File: config.mk
export PLATFORM = sky130hd
export DESIGN_NAME = updown_sweep_ctrl
export DESIGN_NICKNAME = d
export VERILOG_FILES = /design/src/rtl/updown_sweep_ctrl.sv
export SDC_FILE = /design/constraint.sdc
export NUM_CORES = 1
export LEC_CHECK = 0
export ABC_CLOCK_PERIOD_IN_PS = 6830
export BUFFER_PORTS_ARGS = -buffer_cell sky130_fd_sc_hd__buf_2
export CORE_MARGIN = 5
export CORE_UTILIZATION = 60
export CTS_CLUSTER_DIAMETER = 40
export DETAILED_ROUTE_END_ITERATION = 8
export PLACE_DENSITY = 0.81
export SYNTH_ARGS = -nofsm -noshare
export SYNTH_HDL_FRONTEND = slang
export SYNTH_SLANG_ARGS = --single-unit
File: constraint.sdc
create_clock -name CP -period 6.83 [get_ports CP]
set_clock_uncertainty 0.05 [all_clocks]
set_input_delay 1.0245 -clock CP [delete_from_list [all_inputs] [get_ports CP]]
set_output_delay 1.0245 -clock CP [all_outputs]
set_load 0.1 [all_outputs]
File: src/rtl/updown_sweep_ctrl.sv
// Ping-pong sweep sequencer for the up/down counter datapath: counts lo->hi->lo for a programmed number of sweeps.
// Optional sticky irq output (with irq_ack input) is enabled by defining SWEEP_CTRL_IRQ_EN.
module updown_sweep_ctrl #(
    parameter int W   = 3,
    parameter int NSW = 4
) (
    input  logic           CP,
    input  logic           CR,
    input  logic           start,
    input  logic           abort,
    input  logic           hold,
    input  logic [W-1:0]   lo,
    input  logic [W-1:0]   hi,
    input  logic [NSW-1:0] sweeps,
`ifdef SWEEP_CTRL_IRQ_EN
    input  logic           irq_ack,
    output logic           irq,
`endif
    output logic [W-1:0]   Q,
    output logic           Up_Down,
    output logic           busy,
    output logic           done,
    output logic           err
);

    typedef enum logic [1:0] {
        IDLE = 2'd0,
        UP   = 2'd1,
        DOWN = 2'd2,
        DONE = 2'd3
    } state_t;

    localparam logic [W-1:0]   Q_ONE   = W'(1);
    localparam logic [NSW-1:0] REM_ONE = NSW'(1);

    state_t         state;
    logic [W-1:0]   lo_q;
    logic [W-1:0]   hi_q;
    logic [NSW-1:0] rem;
    logic [W-1:0]   q_inc;
    logic [W-1:0]   q_dec;

    // Q stays inside [lo_q, hi_q] during a run, so these never actually wrap.
    assign q_inc = Q + Q_ONE;
    assign q_dec = Q - Q_ONE;

    always_ff @(posedge CP or negedge CR) begin
        if (!CR) begin
            state   <= IDLE;
            Q       <= '0;
            Up_Down <= 1'b0;
            busy    <= 1'b0;
            done    <= 1'b0;
            err     <= 1'b0;
            lo_q    <= '0;
            hi_q    <= '0;
            rem     <= '0;
`ifdef SWEEP_CTRL_IRQ_EN
            irq     <= 1'b0;
`endif
        end else begin
            done <= 1'b0;
            err  <= 1'b0;
`ifdef SWEEP_CTRL_IRQ_EN
            // Any set further down this block overrides the acknowledge.
            if (irq_ack) irq <= 1'b0;
`endif
            case (state)
                IDLE: begin
                    if (start) begin
                        if (lo < hi) begin
                            lo_q    <= lo;
                            hi_q    <= hi;
                            rem     <= sweeps;
                            Q       <= lo;
                            state   <= UP;
                            Up_Down <= 1'b1;
                            busy    <= 1'b1;
                        end else begin
                            err <= 1'b1;
`ifdef SWEEP_CTRL_IRQ_EN
                            irq <= 1'b1;
`endif
                        end
                    end
                end
                UP: begin
                    if (abort) begin
                        state   <= IDLE;
                        Up_Down <= 1'b0;
                        busy    <= 1'b0;
                    end else if (!hold) begin
                        Q <= q_inc;
                        if (q_inc == hi_q) begin
                            state   <= DOWN;
                            Up_Down <= 1'b0;
                        end
                    end
                end
                DOWN: begin
                    if (abort) begin
                        state   <= IDLE;
                        Up_Down <= 1'b0;
                        busy    <= 1'b0;
                    end else if (!hold) begin
                        Q <= q_dec;
                        // Reaching lo closes one sweep; rem==0 means sweep forever.
                        if (q_dec == lo_q) begin
                            if (rem == REM_ONE) begin
                                state <= DONE;
                                busy  <= 1'b0;
                                done  <= 1'b1;
`ifdef SWEEP_CTRL_IRQ_EN
                                irq   <= 1'b1;
`endif
                            end else begin
                                if (rem != '0) rem <= rem - REM_ONE;
                                state   <= UP;
                                Up_Down <= 1'b1;
                            end
                        end
                    end
                end
                DONE: begin
                    state <= IDLE;
                end
                default: begin
                    state   <= IDLE;
                    Up_Down <= 1'b0;
                    busy    <= 1'b0;
                end
            endcase
        end
    end

endmodule

Word-level counts from Yosys, hierarchy flattened --
Index checks and enable logic that the tools add are counted.
Word-level totals: flip-flop bits (word level) 19, input port bits 15, logic and storage cells 94
Cells by class: reduce and logical (&&, ||, !) cells 10, eq/ne operators 22, add/subtract/negate cells 3, magnitude comparators 1, muxes and demuxes 49
Operators by type and width (number):
- $mux 4 | 7
- $mux 1 | 22
- $ne 2x2->1 const B | 10
- $mux 2 | 9
- $mux 3 | 6
- $ne 3x3->1 const B | 6
- $reduce_and 8->1 | 2
- $reduce_and 7->1 | 2
- $pmux 3 s3 | 1
- $pmux 2 s4 | 1
- $pmux 4 s2 | 1
- $eq 3x3->1 | 2
- $pmux 1 s3 | 2
- $reduce_and 6->1 | 1
- $eq 2x2->1 const B | 2
- $eq 4x1->1 const B | 1
- $reduce_bool 4->1 | 1
- $sub 4x1->4 const B | 1
- $add 3x1->3 const B | 1
- $lt 3x3->1 | 1
- $reduce_and 3->1 | 1
- $reduce_bool 3->1 | 1
- $sub 3x1->3 const B | 1
- $eq 2x1->1 const B | 1
- 2 further kinds | 2

Logic depth before layout (Yosys ltp) --
depth after elaboration 7, gate-level depth with buffers 8, mapped depth without buffers 7

Worst setup path after synthesis --
Ideal clock, no wire load.
kind register to register, start point register Q[0], end point register rem[3], stages on the path, launching flop included 8, data required time 6.660 ns, setup slack 3.956 ns, path buffers 0, arrival time 2.703 ns, library setup time 0.120 ns, clock period less this slack 2.874 ns, path through dfrtp_1 > inv_1 > ha_1 > xor2_1 > nand3_1 > or3_4 > or3_1 > o211a_1
Between the ends: longest elaborated chain between the ends 4
RTL lines:
- from (decl) | line 19 | output logic [W-1:0] Q,
- from (signal assigned) | line 75 | Q <= lo;
- from (signal assigned) | line 93 | Q <= q_inc;
- from (signal assigned) | line 106 | Q <= q_dec;
- $sub 3x1->3 | line 45 | assign q_dec = Q - Q_ONE;
- $eq 3x3->1 | line 108 | if (q_dec == lo_q) begin
- $ne 2x2->1 (no line)
- $reduce_and 8->1 (no line)
- to (signal assigned) | line 74 | rem <= sweeps;
- to (signal assigned) | line 117 | if (rem != '0) rem <= rem - REM_ONE;
- to (decl) | line 39 | logic [NSW-1:0] rem;
Every way passes these cells. A chain may end at the register's enable or synchronous reset.

Worst setup path after layout --
start point input port lo[2], end point register Q[2]
Between the ends: longest elaborated chain between the ends 3, elaborated cells between the ends (all ways) 6, classes of those cells order compare: 1; eq/ne: 1; mux: 3; reduce/logical: 1
RTL lines:
- from (decl) | line 12 | input logic [W-1:0] lo,
- $lt 3x3->1 or $mux 3 (tied branches) | line 71 | if (lo < hi) begin
- $ne 2x2->1 (no line) or $mux 3 (tied branches)
- $reduce_and 7->1 (no line) or $pmux 3 s3 (tied branches)
Several ways; a longest one is shown, not always the timed one. The select of a mux whose other input is x is not followed.

==> summary.txt <==
Clock network
  • Worst-path clk slew: 100 ps
  • CTS tree: built
  • Worst-skew pair later-pin latency: 300 ps
  • H-tree levels: 1
  • TritonCTS buffer count: 3
  • Cts repair resizes: 0
  • Max Root-Sink Buffers: 2
  • Setup Buffers After CTS: 0
  • Clock sinks: 19
  • CTS root buf: clkbuf_4
  • Hold buffer count at cts: 0

Critical path
  • Setup crit start: lo[2]
  • Worst Setup Start Kind: primary input
  • Crit. End Element: flop
  • Critical Path AT: 2590 ps
  • R2R Path End: rem[3]$_DFFE_PN0P_
  • CP required: 6980 ps
  • FF-to-FF Start: Q[0]$_DFFE_PN0P_
  • Crit path max fanout: 3
  • Crit Path Category: primary input to flop
  • Worst reg2reg path depth: 7
  • R2r setup slk: 4420 ps

Synth
  • Number of synthesized flops with an enable pin: 0
  • Ys flop type: dfrtp_1
  • Post-Synth Simple-Gate Area: 0.152
  • Post-synthesis mux area share: 0.0958
  • Synth Area in XOR/XNOR: 0.0633
  • Syn Area/Cell: 9.61 um^2
  • Synth Area in Adders: 0.102
  • Seq/Total Area, Yosys: 0.353
  • Syn nets: 166
  • Synth Register Bits: 19
  • Yosys warnings: 0
  • Synth Cell Area: 1350 um^2
  • Compound-cell area share of the yosys netlist: 0.180
  • Synth cell types: 45
  • Largest family of logic cells by synthesized area: compound AO/OA/AOI/OAI gates
  • Mapped Cells: 140
  • Async S/R FF share, synth: 1.00

Routing
  • DR DRC count: 0
  • Drt pass-1 iters: 4
  • Vias: 1143
  • DRT iter0 DRCs: 41
  • Final WL: 3120 um
  • WL/cell: 16.3 um
  • Routed vias/inst: 5.98
  • Post-route ant nets: 0

STA
  • Setup repair after global routing missed its margin: false
  • Period minus WS final: 2450 ps
  • Fmax achieved: 409 MHz
  • Fin crit share: 0.358
  • Slew HR: 0.677
  • Setup violators final: 0
  • Setup_tns: 0 ps
  • Final Hold Fails: 0
  • Slew Limit Fails: 0
  • Slew @ Worst Pin: 488 ps

Layout
  • Share of cells above drive strength 1: 0.245
  • Synth-to-layout area growth: 11.9%
  • # diodes: 0
  • Fillers: 175
  • Nets: 190

Floorplanning
  • Die area: 3290 um^2
  • Initial Util: 0.620
  • Core Area: 2170 um^2
  • I/O pins: 22
  • Horiz. Die Dim: 57.3 um
  • Chip Height: 57.3 um
  • # rows: 17

Placement
  • GP Congestion: 0.919
  • Port Buffers: 21
  • Detailed placement HPWL: 2450 um

GRT
  • Antenna violations before repair: 0
  • Pin count of the biggest net entering global routing: 20
  • Overflow after GRT: 0
  • First-pass GRT wire length: 5390 um
  • Tot GR Track Use: 0.210
  • Vias in the first global route: 1190

Worst hold path
  • Worst min path class: flop to flop
  • Hold Path Origin: Up_Down$_DFFE_PN0P_
  • Hold depth: 2
  • Hold endpoint: Up_Down$_DFFE_PN0P_

Status
  • Status: completed

Flow run
  • Max-cap violations: 0
==> synthesized netlist by cell type (all sizes together) (2+ instances only) <==
| master | n | area share |
|---|---|---|
| ha | 11 | 0.10 |
| dfrtp | 19 | 0.35 |
| o21ai | 3 | 0.011 |
| nor3 | 2 | 0.0074 |
| o31ai | 3 | 0.017 |
| inv | 17 | 0.047 |
| nand3 | 3 | 0.011 |
| nand2b | 2 | 0.0093 |
| xor2 | 3 | 0.020 |
| xnor3 | 2 | 0.037 |
| o21a | 2 | 0.011 |
| mux2i | 5 | 0.037 |
| nand4 | 2 | 0.0093 |
| or3 | 4 | 0.023 |
| mux2 | 7 | 0.059 |
| clkbuf | 2 | 0.0056 |
| nand2 | 7 | 0.020 |
| nor2 | 13 | 0.036 |
| a31oi | 3 | 0.014 |
| a21oi | 9 | 0.033 |
==> routing by layer <==
layer	vias to the layer above	part of all wire	global-route usage
li1	552	-	-
met1	545	0.43	0.263
met2	34	0.49	0.353
met3	12	0.044	0.0317
met4	0	0.030	0.0960
met5	-	0	0
==> state kept, by name, summed over array words and instances (netlist names) <==
name	cells
rem	4
Q	3
hi_q	3
lo_q	3
state	2
Up_Down	1
busy	1
done	1
err	1
==> layout by cell type, fill, tap and decap left out, types with 2 or more instances in the layout <==
| cell | synthesis | final |
|---|---|---|
| a21oi_1 | 9 | 9 |
| a31oi_1 | 3 | 3 |
| buf_2 | 0 | 21 |
| clkbuf_4 | 0 | 3 |
| dfrtp_1 | 19 | 19 |
| ha_1 | 11 | 11 |
| inv_1 | 17 | 17 |
| mux2_2 | 7 | 7 |
| mux2i_1 | 5 | 5 |
| nand2_1 | 7 | 7 |
| nand2b_1 | 2 | 2 |
| nand3_1 | 3 | 3 |
| nand4_1 | 2 | 2 |
| nor2_1 | 13 | 13 |
| nor3_1 | 2 | 2 |
| o21a_1 | 2 | 2 |
| o21ai_0 | 2 | 2 |
| o31ai_1 | 3 | 3 |
| or3_1 | 2 | 2 |
| xor2_1 | 3 | 3 |
==> kinds of logic after synthesis <==
| group | count (synthesis) |
|---|---|
| adder cells (fa/ha/maj) | 11 |
| flip-flops | 19 |
| AO/OA/AOI/OAI | 34 |
| XOR/XNOR | 6 |
| buffers and inverters | 19 |
| multiplexers | 12 |
| AND/OR/NAND/NOR | 39 |
==> critical path, cell delays in order <==
cell and delay [ps]:
buf_2 110, ha_1 190, nand2b_1 170, a211o_2 330, a21oi_1 260, o21ai_1 200, mux2_2 310
==> how the worst max path moves through the flow <==
stage | slack (ps) | end | cells past startpoint
floorplan | 3960 | rem[3]$_DFFE_PN0P_ | 7
global route | 4290 | rem[3]$_DFFE_PN0P_ | 7
finish | 4380 | Q[2]$_DFFE_PN0P_ | 7
CTS | 4390 | busy$_DFFE_PN0P_ | 7
detailed placement | 4080 | busy$_DFFE_PN0P_ | 7
global placement | 4140 | Q[2]$_DFFE_PN0P_ | 7
==> metrics by stage <==
step                      std cells  worst slack [ps]  cell area [um^2]   util  hold slack (ps)
after floorplan                 140              3960              1350      -              442
after global placement          187              4140              1480  0.681              462
after detailed placement        187              4080              1480  0.681              475
after CTS                       191              4390              1510  0.694              501
after global routing            191              4290              1510  0.694              534
final                           191              4380              1510  0.694              491
==> cell type report <==
| type | count | area, um^2 | share of cell area |
|---|---|---|---|
| flip-flops and latches | 19 | 475 | 0.316 |
| multi-input cells | 102 | 798 | 0.530 |
| inverters | 17 | 63.8 | 0.0424 |
| clock buffers | 3 | 22.5 | 0.0150 |
| repair buffers | 21 | 105 | 0.0698 |
| well taps | 28 | 35.0 | 0.0233 |
| clock inverters | 1 | 5.00 | 0.00333 |
Power is left out: the tool's default activity adds up to more than one toggle a clock period on the data nets, which glitch-free logic cannot reach.
